[config.mk]
export PLATFORM = sky130hd
export DESIGN_NAME = cache_arbiter
export DESIGN_NICKNAME = d
export VERILOG_FILES = /design/src/rtl/lc3b_types.sv /design/src/rtl/arb_grant_sel.sv /design/src/rtl/cache_arbiter.sv
export SDC_FILE = /design/constraint.sdc
export NUM_CORES = 1
export LEC_CHECK = 0
export BUFFER_PORTS_ARGS = -buffer_cell sky130_fd_sc_hd__buf_2
export CAP_MARGIN = 10
export CORE_AREA = 2 2 275 277
export CTS_CLUSTER_DIAMETER = 80
export CTS_CLUSTER_SIZE = 28
export DETAILED_ROUTE_END_ITERATION = 8
export DIE_AREA = 0 0 277 279
export PLACE_DENSITY = 0.44
export SYNTH_ARGS = -nofsm -noshare
export SYNTH_HDL_FRONTEND = slang
export SYNTH_SLANG_ARGS = --single-unit
[constraint.sdc]
create_clock -name clk -period 4.85 [get_ports clk]
set_input_delay 0 -clock clk [delete_from_list [all_inputs] [get_ports clk]]
set_output_delay 0 -clock clk [all_outputs]
set_load 0.02 [all_outputs]
[src/rtl/lc3b_types.sv]
// Shared LC-3b types: machine word, cache line, line-offset width and arbiter FSM states.
package lc3b_types;

  typedef logic [15:0]  lc3b_word;
  typedef logic [127:0] lc3b_block;

  localparam int LC3B_LINE_OFF_BITS = 4;

  typedef enum logic [1:0] {
    ARB_IDLE,
    ARB_SERVE_I,
    ARB_SERVE_D
  } arb_state;

endpackage

[src/rtl/arb_grant_sel.sv]
// Combinational winner select between icache and dcache requests.
// CACHE_ARB_RR_EN selects round-robin on ties; otherwise the dcache always wins ties.
module arb_grant_sel (
  input  logic i_req,
  input  logic d_req,
  input  logic last_d,
  output logic grant_i,
  output logic grant_d
);

`ifdef CACHE_ARB_RR_EN
  // On a tie, the side not served last time goes next.
  assign grant_d = d_req & (~i_req | ~last_d);
  assign grant_i = i_req & (~d_req | last_d);
`else
  // The MEM-stage (dcache) request is older than IF, so it wins every tie.
  logic unused_last_d;
  assign unused_last_d = last_d;
  assign grant_d       = d_req;
  assign grant_i       = i_req & ~d_req;
`endif

endmodule

[src/rtl/cache_arbiter.sv]
// Shares one pmem port between icache and dcache, one whole-line transaction at a time.
// Tie-break policy is set in arb_grant_sel by the CACHE_ARB_RR_EN macro.
module cache_arbiter
  import lc3b_types::*;
#(
  parameter int ADDR_W = $bits(lc3b_word),
  parameter int LINE_W = $bits(lc3b_block),
  parameter int OFF_W  = LC3B_LINE_OFF_BITS
) (
  input  logic              clk,
  input  logic              rst,
  input  logic              i_read,
  input  logic [ADDR_W-1:0] i_address,
  output logic [LINE_W-1:0] i_rdata,
  output logic              i_resp,
  input  logic              d_read,
  input  logic              d_write,
  input  logic [ADDR_W-1:0] d_address,
  input  logic [LINE_W-1:0] d_wdata,
  output logic [LINE_W-1:0] d_rdata,
  output logic              d_resp,
  output logic              pmem_read,
  output logic              pmem_write,
  output logic [ADDR_W-1:0] pmem_address,
  output logic [LINE_W-1:0] pmem_wdata,
  input  logic [LINE_W-1:0] pmem_rdata,
  input  logic              pmem_resp
);

  arb_state          state, state_nxt;
  logic              last_d;
  logic              d_wr_q;
  logic [ADDR_W-1:0] addr_q;
  logic [LINE_W-1:0] wdata_q;
  logic              grant_i, grant_d;

  // Offset bits are cleared on the way to pmem, so they never reach any logic.
  logic unused_offsets;
  assign unused_offsets = ^{i_address[OFF_W-1:0], d_address[OFF_W-1:0]};

  arb_grant_sel u_grant_sel (
    .i_req   (i_read),
    .d_req   (d_read | d_write),
    .last_d  (last_d),
    .grant_i (grant_i),
    .grant_d (grant_d)
  );

  // NOTE: every output gets a default before the case so no path infers a latch.
  always_comb begin
    state_nxt    = state;
    pmem_read    = 1'b0;
    pmem_write   = 1'b0;
    pmem_address = '0;
    pmem_wdata   = '0;
    i_resp       = 1'b0;
    i_rdata      = '0;
    d_resp       = 1'b0;
    d_rdata      = '0;
    case (state)
      ARB_IDLE: begin
        if (grant_d)      state_nxt = ARB_SERVE_D;
        else if (grant_i) state_nxt = ARB_SERVE_I;
      end
      ARB_SERVE_I: begin
        pmem_read    = 1'b1;
        pmem_address = addr_q;
        if (pmem_resp) begin
          i_resp    = 1'b1;
          i_rdata   = pmem_rdata;
          state_nxt = ARB_IDLE;
        end
      end
      ARB_SERVE_D: begin
        pmem_write   = d_wr_q;
        pmem_read    = ~d_wr_q;
        pmem_address = addr_q;
        pmem_wdata   = wdata_q;
        if (pmem_resp) begin
          d_resp    = 1'b1;
          d_rdata   = pmem_rdata;
          state_nxt = ARB_IDLE;
        end
      end
      default: state_nxt = ARB_IDLE;
    endcase
  end

  // NOTE: non-blocking assignments keep every register reading pre-edge values.
  // NOTE: the latched line data is reset too; it is a single register, not a memory array.
  always_ff @(posedge clk or posedge rst) begin
    if (rst) begin
      state   <= ARB_IDLE;
      last_d  <= 1'b0;
      d_wr_q  <= 1'b0;
      addr_q  <= '0;
      wdata_q <= '0;
    end else begin
      state <= state_nxt;
      if (state == ARB_IDLE) begin
        if (grant_d) begin
          addr_q  <= {d_address[ADDR_W-1:OFF_W], {OFF_W{1'b0}}};
          wdata_q <= d_wdata;
          d_wr_q  <= d_write;
        end else if (grant_i) begin
          addr_q  <= {i_address[ADDR_W-1:OFF_W], {OFF_W{1'b0}}};
        end
      end
      if (pmem_resp && state != ARB_IDLE)
        last_d <= (state == ARB_SERVE_D);
    end
  end

endmodule
**Word-level counts from Yosys, hierarchy flattened**

Cells that the tools add are included.

- Bitwise gates (word level): 4
- Reductions and logical operators: 6
- Multiplexer cells: 16
- Equality and inequality tests: 4

Operators with widths:

| cell | number |
|---|---|
| 128-bit two-way mux | 4 |
| 16-bit two-way mux | 3 |
| 2-bit two-way mux | 3 |
| 2-bit AND reduction | 3 |
| 1-bit two-way mux | 4 |
| 2-bit case mux with 2 select lines | 1 |
| 3-bit by 2-bit inequality test with 1-bit output (second input constant) | 1 |
| 2-bit by 1-bit == test with 1-bit output (second input constant) | 1 |
| 2-bit == test (second input constant) | 1 |
| 2-bit zero test | 1 |
| 2-bit by 1-bit inequality test with 1-bit output (second input constant) | 1 |
| 1-bit inverter | 2 |
| 1-bit case mux with 2 select lines | 1 |
| 2-bit nonzero test | 1 |
| 2-bit OR reduction | 1 |
| 1-bit bitwise AND | 1 |
| 1-bit bitwise OR | 1 |

- Output and inout bits: 404
- Bits in registers: 147
- Logic and storage cells: 34
- Input port bits: 294

**Longest topological paths before layout**

- Word-level depth: 6
- Depth in mapped cells: 7
- Mapped depth without buffers: 5

**Hierarchy**

Synthesis repeated with hierarchy kept, for this count alone.

- Cells, all modules: 827
- Area total of the unflattened synthesis: 8373.0 µm²

By module, submodules not included:

| module | area each (µm²) | seq. area each (µm²) | cells an instance | times used |
|---|---|---|---|---|
| cache_arbiter | 8351.8 | 3603.5 | 825 | 1 |
| arb_grant_sel | 21.3 | 0.0 | 2 | 1 |

**Least setup slack after synthesis**

OpenSTA, ideal clock, no wires.

- Kind: reg-to-reg
- Start: reg state[0]
- End: reg wdata_q[100]
- Setup slack: 3270 ps
- Arrival: 1452 ps
- Clock period less this slack: 1580 ps
- Stages on the path, launching flop included: 7
- Required time: 4722 ps
- Setup time: 128 ps
- Buffers on the path: 2
- Cell sequence: dfrtp_1 > inv_1 > ha_1 > o21ai_1 > buf_6 > buf_4 > mux2_1

- Cells in the longest elaborated chain, start to end: 2

RTL lines:

| item | line | text |
|---|---|---|
| start: declaration | cache_arbiter.sv:30 | `arb_state state, state_nxt;` |
| start signal: assignment | cache_arbiter.sv:99 | `state <= state_nxt;` |
| 2-bit zero test | cache_arbiter.sv:100 | `if (state == ARB_IDLE) begin` |
| 2-bit AND reduction (no source line) | n/a |  |
| end signal: assignment | cache_arbiter.sv:103 | `wdata_q <= d_wdata;` |
| end: declaration | cache_arbiter.sv:34 | `logic [LINE_W-1:0] wdata_q;` |

Every way passes these cells.
A chain may end at the register's enable or synchronous reset.

**Worst setup path in the final report**

- Start: reg state[0]
- End: out pmem_wdata[90]

- Cells in the longest elaborated chain, start to end: 2

RTL lines:

| item | line | text |
|---|---|---|
| 2-bit == test | cache_arbiter.sv:60 | `case (state)` |
| 128-bit two-way mux | cache_arbiter.sv:60 |  |
| end: declaration | cache_arbiter.sv:25 | `output logic [LINE_W-1:0] pmem_wdata,` |

Every way passes these cells.

==> impl_metrics.ini <==
[status]
status = finished, final reports clean

[worst_setup_path]
critPathLaunchType = register
cpMaxStageDelayCell = buf_4
worstPathRequired_ns = 4.85
crit_end = pmem_wdata[90]
endpoint_kind = primary output
timing.rr.end = wdata_q[43]
crit_chain = inv_1, ha_4, buf_4, and2_1, buf_2
crit_path_max_fanout = 80
path_class = register to primary output
crit_start = state[0]
r2r-start = state[0]
cp_slowest_stage_delay_ns = 0.64
reg2regPathDepth = 5
rrSetupSlack_ns = 2.79
arrival_ns = 2.81

[floorplan]
start_util_pct = 11.2
die_w_um = 277
die_area_mm2 = 0.0773
die-height_um = 279
core_mm2 = 0.0741
num_rows = 100
io_pins = 698

[timing]
max-slew-margin-rel_pct = 30.1
fin_crit_ns = 2.81
max_freq_ghz = 0.355
slew_violations = 0
timing.final.crit_share_pct = 58.0
setup_violations = 0
rsz0062_at_grt = false
tns_ns = 0
worst_slew_pin_slew_ns = 1.05
holdWs_ns = 0.106
skew_ns = 0.0163
timing_hold_violations_final = 0

[global_routing]
grt_overflow = 0
track_usage_pct = 11.6
grt_max_degree = 260
grt_pass1_vias = 9629
antenna_found_initial = 40
grt_pass1_wl_um = 65500

[placed_design]
dp.cells = 2395
io_buffers = 685
place_hpwl_um = 37100
post_dp_cell_area_mm2 = 0.0127
gp_congestion = 0.895

[worst_hold_path]
hold_class = input pin to async pin

[clock_network]
postCtsSetupRepairBufs = 0
cts_buffers = 17
clockBufferDepth = 2
cts_tree = done
clk_pin_slew_ns = 0.08
cts_num_sinks = 143
clk_latency_ns = 0.43
ctsRootBufferMaster = clkbuf_16
cts_resized = 0
h-tree-depth = 4

[synth]
syn_avg_cell_area_um2 = 10.1
synthSimpleGateAreaFrac_pct = 31.0
synth_seq_cells = 143
synth_top_area_cell = dfrtp_1
yosysTopAreaCellShare_pct = 43.0
synthMuxAreaShare_pct = 18.8
synthesis.area_mm2 = 0.00832
synth.area.top_cells = dfrtp_1 (43%), and3_1 (19%), mux2_1 (13%), and2_1 (11%), mux2_2 (4.1%)
synth_xor_area_share_pct = 0
synth_fa_ha_area_share_pct = 0.602
synth_seq_area_share_pct = 43.0
synth_compound_area_share_pct = 1.28
syn_inst = 823
synth_warnings = 0
synth_top_family_by_area = simple AND/OR/NAND/NOR gates
yosys.cell_types.count = 23

[cells_and_area]
syn_to_final_growth_pct = 78.7
final_core_util_pct = 20.1
final_cells = 2593
final_nets = 1898
drive_above_1_share_pct = 47.2
final_cell_mix = buf_2 (684), and3_1 (256), dlygate4sd3_1 (155)
fill_cells = 8286
final_design_area_no_fill_mm2 = 0.0149
layout_commonest_cell = buf_2

[detailed_routing]
vias = 9478
drtIter0Drc = 324
wirelength_um = 46500
route.detailed.drc = 0
post_drt_via_cell_ratio = 3.66
ant_nets = 0
dr.pass1.iters = 5
wl_per_cell_um = 17.9

[pwr]
vdd_ir_drop_max_v = 0.000286
leakagePower_nw = 8.50
power_density_mw_per_mm2 = 544

[run]
maxCapViolCount = 0
worst min-delay path by stage:
stage	to	slack (ns)	cells past startpoint
final	wdata_q[51]	0.11	3
after global routing	wdata_q[51]	0.1	3
after CTS	wdata_q[51]	0.08	3
after detailed placement	wdata_q[52]	0.03	2
after global placement	wdata_q[52]	0.04	2
after floorplan	d_wr_q	0.11	2
per-layer routing:
metal / up-vias / track usage, % / wire length, um
li1: 4388 / - / -
met1: 4472 / 12.5 / 17700
met2: 512 / 19.4 / 22200
met3: 88 / 4.75 / 4390
met4: 18 / 5.91 / 2130
met5: - / 0.500 / 123
repair_timing:
item | CTS | global route
setup endpoints to repair | 0 | 0
hold endpoints to repair | 184 | 0
hold buffers | 155 | 0
cells in the mapped netlist:
cell type and instances:
o31ai_2 1, o22ai_1 1, inv_1 4, o21ai_1 1
o21ai_0 12, dfrtp_1 143, buf_6 1, a21oi_1 3
and3_1 256, nor2b_1 2, mux2_1 98, and2_1 143
clkbuf_1 70, mux2_2 30, nand2b_1 1, conb_1 1
ha_1 4, buf_2 8, buf_4 15, nor2_2 1
mux2i_1 12, nand2_1 15, o21a_1 1
layout make-up:
class | count | area [um^2] | area share (%)
Inverter | 4 | 20.0 | 0.135
Multi-Input combinational cell | 585 | 4350 | 29.2
Timing Repair Buffer | 849 | 5090 | 34.2
Clock inverter | 15 | 169 | 1.14
Tap cell | 969 | 1210 | 8.15
Antenna cell | 11 | 27.5 | 0.185
Clock buffer | 17 | 425 | 2.86
Sequential cell | 143 | 3580 | 24.1
stage by stage:
| stage | setup slack [ns] | total power, W |
|---|---|---|
| 2_1_floorplan | 1.01 | 0.00507 |
| 3_3_place_gp | 2.46 | 0.00660 |
| 3_5_place_dp | 2.40 | 0.00667 |
| 4_1_cts | 1.90 | 0.00826 |
| 5_1_grt | 1.73 | 0.00870 |
| 6_report | 2.04 | 0.00809 |
registers in the layout (all words and copies together) (netlist names):
register  count
wdata_q     128
addr_q       12
state         2
d_wr_q        1
cell families (layout without fill, tap and decap cells):
family / Yosys count / after routing
adders and majority gates: 4 / 4
DFF: 143 / 143
buffers and inverters: 98 / 885
other: 1 / 15
muxes: 140 / 140
and+or+nand+nor: 418 / 418
AOI/OAI and AO/OA: 19 / 19
where the power goes:
| part | switching, W | leakage [nW] | total, W | internal (W) |
|---|---|---|---|---|
| clock network | 0.000663 | 0.284 | 0.00140 | 0.000737 |
| logic | 0.00279 | 6.54 | 0.00457 | 0.00178 |
| registers | 0.000308 | 1.68 | 0.00212 | 0.00181 |
| total | 0.00376 | 8.50 | 0.00809 | 0.00433 |
critical path: cells and delay by family (launching register included):
kind	cells	cell delay [ns]
buffers and inverters	3	0.99
adders and majority gates	1	0.58
DFF	1	0.43
and+or+nand+nor	1	0.27
Power figures use the tool's default switching activity.
